File: src/rtl/demux_1_2_reg.sv
// demux_1_2_reg: registered 1-to-2 stream demultiplexer. in_sel=0 steers the
//   input word to output A, in_sel=1 to output B. Each output owns a one-entry
//   holding register, so a stalled consumer only blocks words aimed at it.
// Latency: 1 cycle from input transfer to x_valid. Backpressure: in_ready is
//   the free state of the selected channel (x_free = !x_valid || x_ready).
// Ports:
//   clk, rst                  clock, synchronous active-high reset
//   in_data/in_sel/in_valid   input word, destination select, word present
//   in_ready                  word accepted this cycle
//   a_data/a_valid/a_ready    output A stream
//   b_data/b_valid/b_ready    output B stream
//   cnt_a, cnt_b              delivered-transfer counters
// Build option: DEMUX_1_2_STATS_EN builds the 16-bit saturating counters;
//   without it cnt_a/cnt_b are tied to 0 and no counter flops exist.
module demux_1_2_reg #(
  parameter int WIDTH = 32
) (
  input  logic             clk,
  input  logic             rst,
  input  logic [WIDTH-1:0] in_data,
  input  logic             in_sel,
  input  logic             in_valid,
  output logic             in_ready,
  output logic [WIDTH-1:0] a_data,
  output logic             a_valid,
  input  logic             a_ready,
  output logic [WIDTH-1:0] b_data,
  output logic             b_valid,
  input  logic             b_ready,
  output logic [15:0]      cnt_a,
  output logic [15:0]      cnt_b
);

  logic a_free;
  logic b_free;
  logic load_a;
  logic load_b;
  logic drain_a;
  logic drain_b;

  // A slot is free when empty or being drained this cycle, which lets a
  // full channel accept a new word on the same edge it hands one off.
  assign a_free   = !a_valid || a_ready;
  assign b_free   = !b_valid || b_ready;
  assign in_ready = in_sel ? b_free : a_free;

  assign load_a  = in_valid && in_ready && !in_sel;
  assign load_b  = in_valid && in_ready &&  in_sel;
  assign drain_a = a_valid && a_ready;
  assign drain_b = b_valid && b_ready;

  // Load takes priority over drain so a simultaneous drain/load keeps the
  // channel valid with the new word (no bubble).
  always_ff @(posedge clk) begin
    if (rst) begin
      a_valid <= 1'b0;
      a_data  <= '0;
    end else if (load_a) begin
      a_valid <= 1'b1;
      a_data  <= in_data;
    end else if (drain_a) begin
      a_valid <= 1'b0;
    end
  end

  always_ff @(posedge clk) begin
    if (rst) begin
      b_valid <= 1'b0;
      b_data  <= '0;
    end else if (load_b) begin
      b_valid <= 1'b1;
      b_data  <= in_data;
    end else if (drain_b) begin
      b_valid <= 1'b0;
    end
  end

`ifdef DEMUX_1_2_STATS_EN
  // Counters stick at all-ones rather than wrapping.
  always_ff @(posedge clk) begin
    if (rst) begin
      cnt_a <= '0;
      cnt_b <= '0;
    end else begin
      if (drain_a && (cnt_a != 16'hFFFF)) cnt_a <= cnt_a + 16'd1;
      if (drain_b && (cnt_b != 16'hFFFF)) cnt_b <= cnt_b + 16'd1;
    end
  end
`else
  assign cnt_a = 16'd0;
  assign cnt_b = 16'd0;
`endif

endmodule

File: config.mk
export PLATFORM = sky130hd
export DESIGN_NAME = demux_1_2_reg
export DESIGN_NICKNAME = d
export VERILOG_FILES = /design/src/rtl/demux_1_2_reg.sv
export SDC_FILE = /design/constraint.sdc
export NUM_CORES = 1
export LEC_CHECK = 0
export BUFFER_PORTS_ARGS = -buffer_cell sky130_fd_sc_hd__buf_2
export CORE_MARGIN = 2
export CORE_UTILIZATION = 35
export CTS_CLUSTER_SIZE = 12
export DETAILED_ROUTE_END_ITERATION = 16
export GPL_ROUTABILITY_DRIVEN = 0
export PLACE_DENSITY = 0.62
export SYNTH_ARGS = -nofsm -noshare
export SYNTH_HDL_FRONTEND = slang
export SYNTH_SLANG_ARGS = --single-unit
File: constraint.sdc
create_clock -name clk -period 3.5 [get_ports clk]
set_clock_uncertainty 0.15 [all_clocks]
set_input_delay 0.7 -clock clk [delete_from_list [all_inputs] [get_ports clk]]
set_output_delay 0.7 -clock clk [all_outputs]
set_load 0.01 [all_outputs]
==> metrics.md <==
| Metric | Value |
|---|---|
| Detailed Route Iter0 Violations | between 50 and 60 |
| CP Data Required Time | roughly 2.7 ns |
| CTS tree | yes |
| Post-DP Area | 3433 um2 |
| Core box area | 8258 um2 |
| DR vias | 2092 |
| Synthesis-stage register bit count | 66 |
| Detailed-route wire length per cell | 11.89 um |
| Num ports | 137 |
| Synth Area in Compound Gates | 0.003326 |
| Fin nets | 422 |
| Hold Fails Final Rpt | 0 |
| Post-synth top area share | 0.4391 |
| Latest clock arrival within the worst-skew pair | 0.34 ns |
| Yosys top cell by area | dfxtp_1 |
| GRT overflow | 0 |
| Ys Warns | 0 |
| Largest net degree at the start of global routing | 99 |
| Final Cell Area | between 3000 and 4000 um2 |
| LEAKAGE | 1.840 nW |
| IR drop worst, VDD | 205.5 uV |
| Synth top area cells | dfxtp_1, mux2i_1, nand2b_1, buf_4, buf_12 |
| Worst Path Max Fanout | 4 |
| CP most frequent cell | buf_2 |
| Area Growth Syn to Fin | 21.33% |
| Worst hold margin | 0.3180 ns |
| Total GRT Usage | 0.1312 |
| Worst EP arrival | 1.35 ns |
| Status | complete, no violations |
| DIE AREA | 9355 um2 |
| Die W | 96.72 um |
| Antenna Nets Post-Route | 0 |
| Post-CTS Setup Repair Bufs | 0 |
| PD cells | about 470 nW/um2 |
| N_diodes | 0 |
| Reg clk slew, reported paths | 0.07 ns |
| RSZ-0062 raised after global routing | no |
| Fin util | 0.4421 |
| Hold Crit Class | flop to flop |
| FILL cells | ~820 |
| Tmin final | 2.196 ns |
| Slew headroom | 0.4826 |
| Setup ws final | ~1.3 ns |
| Post-Synth Adder-Cell Area | 0 |
| Initial antenna violation count | 0 |
| CP endpoint kind | output pin |
| Seq. cell area | 1321 um2 |
| Slowest-stage cell, CP | mux2_2 |
| Mapped Area | between 3000 and 4000 um2 |
| Most common cell after layout, fill and taps aside | buf_2 |
| Number of global-route vias before repair | 2091 |
| Pins Over Slew Limit | 0 |
| DRC | 0 |
| Die Height | 96.72 um |
| Post-Synth XOR/XNOR Area | 0 |
| Sink Count | 66 |
| CTS Hold Bufs | 0 |
| Register area share after synthesis | 0.4391 |
| Synth Instances | 285 |
| H-tree level count | 3 |
| Root buf cell | clkbuf_8 |
| Worst slack, placed | 1.309 ns |
| Max stage delay on crit path | about 0.26 ns |
| CP Launch Type | primary input |
| Largest buffer count on any clock path | 2 |
| Setup_tns | 0 ns |
| Clock buffer count from CTS | 9 |
| Final HPWL DP | 4043 um |
| Row count | 33 |
| First-pass GRT wire length | 10010 um |
| Share of cells above drive strength 1 | 0.3239 |
| Total routed wirelength | around 5900 um |
| Area of the multi-input gates | roughly 1400 um2 |
| Routed vias/inst | 4.235 |
| Post-Synth Simple-Gate Area | 0.2204 |
| Worst-path cell chain | buf_2 -> nand2b_4 -> mux2_2 -> buf_2 |
| Post-cts sizing count | 0 |
| Main combinational cell family by area after synthesis | simple AND/OR/NAND/NOR gates |
| Port buffer count | 104 |
| # setup viols final | 0 |
| Drt first pass iters | 4 |
| Multiplexer share of the synthesized area | 0.2166 |
| Syn_area_per_cell | 10.56 um2 |
| Number of library cell types mapped by synthesis | 16 |
| Worst-Margin Slew | 0.7761 ns |
| MaxCap Viol Count | 0 |
| Max Fclk | 455.4 MHz |
| Initial Util | 0.3644 |
| WS Path Type | primary input to output pin |
| Most frequent cells in the layout | buf_2, nand2b_1, dfxtp_1 |
| Final period utilization | 0.6273 |
[sequential cells by signal (all words and copies together) (netlist names)]
signal	cells
a_data	32
b_data	32
a_valid	1
b_valid	1
[area by class of cell]
class | instances | area share
clock buffers | 10 | 0.03496
flip-flops and latches | 66 | 0.3619
well taps | 105 | 0.03598
multi-input cells | 201 | 0.3958
repair buffers | 106 | 0.1467
clock inverters | 6 | 0.02467
[metal layers]
metal	global-route usage	up-vias	part of all wire	routed length (um)
li1	-	1057	-	-
met1	0.1578	934	0.45	2618
met2	0.2014	93	0.45	2626
met3	0.05708	8	0.093	546
met4	0.06176	0	0.014	83
met5	0	-	0	0
[critical path: cells and delay by family]
| kind | cells | cell delay, ns |
|---|---|---|
| mux | 1 | 0.26 |
| simple gates | 1 | 0.15 |
| buf+inv | 2 | 0.24 |
[kinds of logic (layout without fill, tap and decap cells)]
kind of cell	Yosys count	count (layout)
other cells	1	32
mux	65	65
simple gates	102	102
compound gates	2	2
flops	66	66
buf+inv	49	122
[cell usage after synthesis, drive strengths merged]
cell type  number
conb            1
buf            40
nand3b          1
nand2b         98
clkbuf          9
mux2            1
a21oi           2
mux2i          64
nand3           1
and3            1
and3b           1
dfxtp          66
[final timing paths]
path                           startpoint                 endpoint  slack, ns  depth (start not counted)
setup / recovery                  b_ready                 in_ready       1.30                          4
setup reg to reg     b_valid$_SDFFE_PP0P_  b_data[27]$_SDFFE_PP0P_       1.89                          3
hold reg to reg   a_data[12]$_SDFFE_PP0P_  a_data[12]$_SDFFE_PP0P_       0.32                          2
hold / removal    a_data[12]$_SDFFE_PP0P_  a_data[12]$_SDFFE_PP0P_       0.32                          2
[per-stage QoR]
step	power, W	instances
global placement	0.001041	478
CTS	0.001757	494
finish	0.001722	494
floorplan	0.0009972	316
detailed placement	0.001044	478
global route	0.001813	494
[power by group]
group	internal [W]	leakage (nW)	switching (W)
clock	0.000404	0.107	0.000295
sequential	0.000791	0.540	0.0000200
combinational	0.0000993	1.19	0.000114
Power figures use the tool's default switching activity.
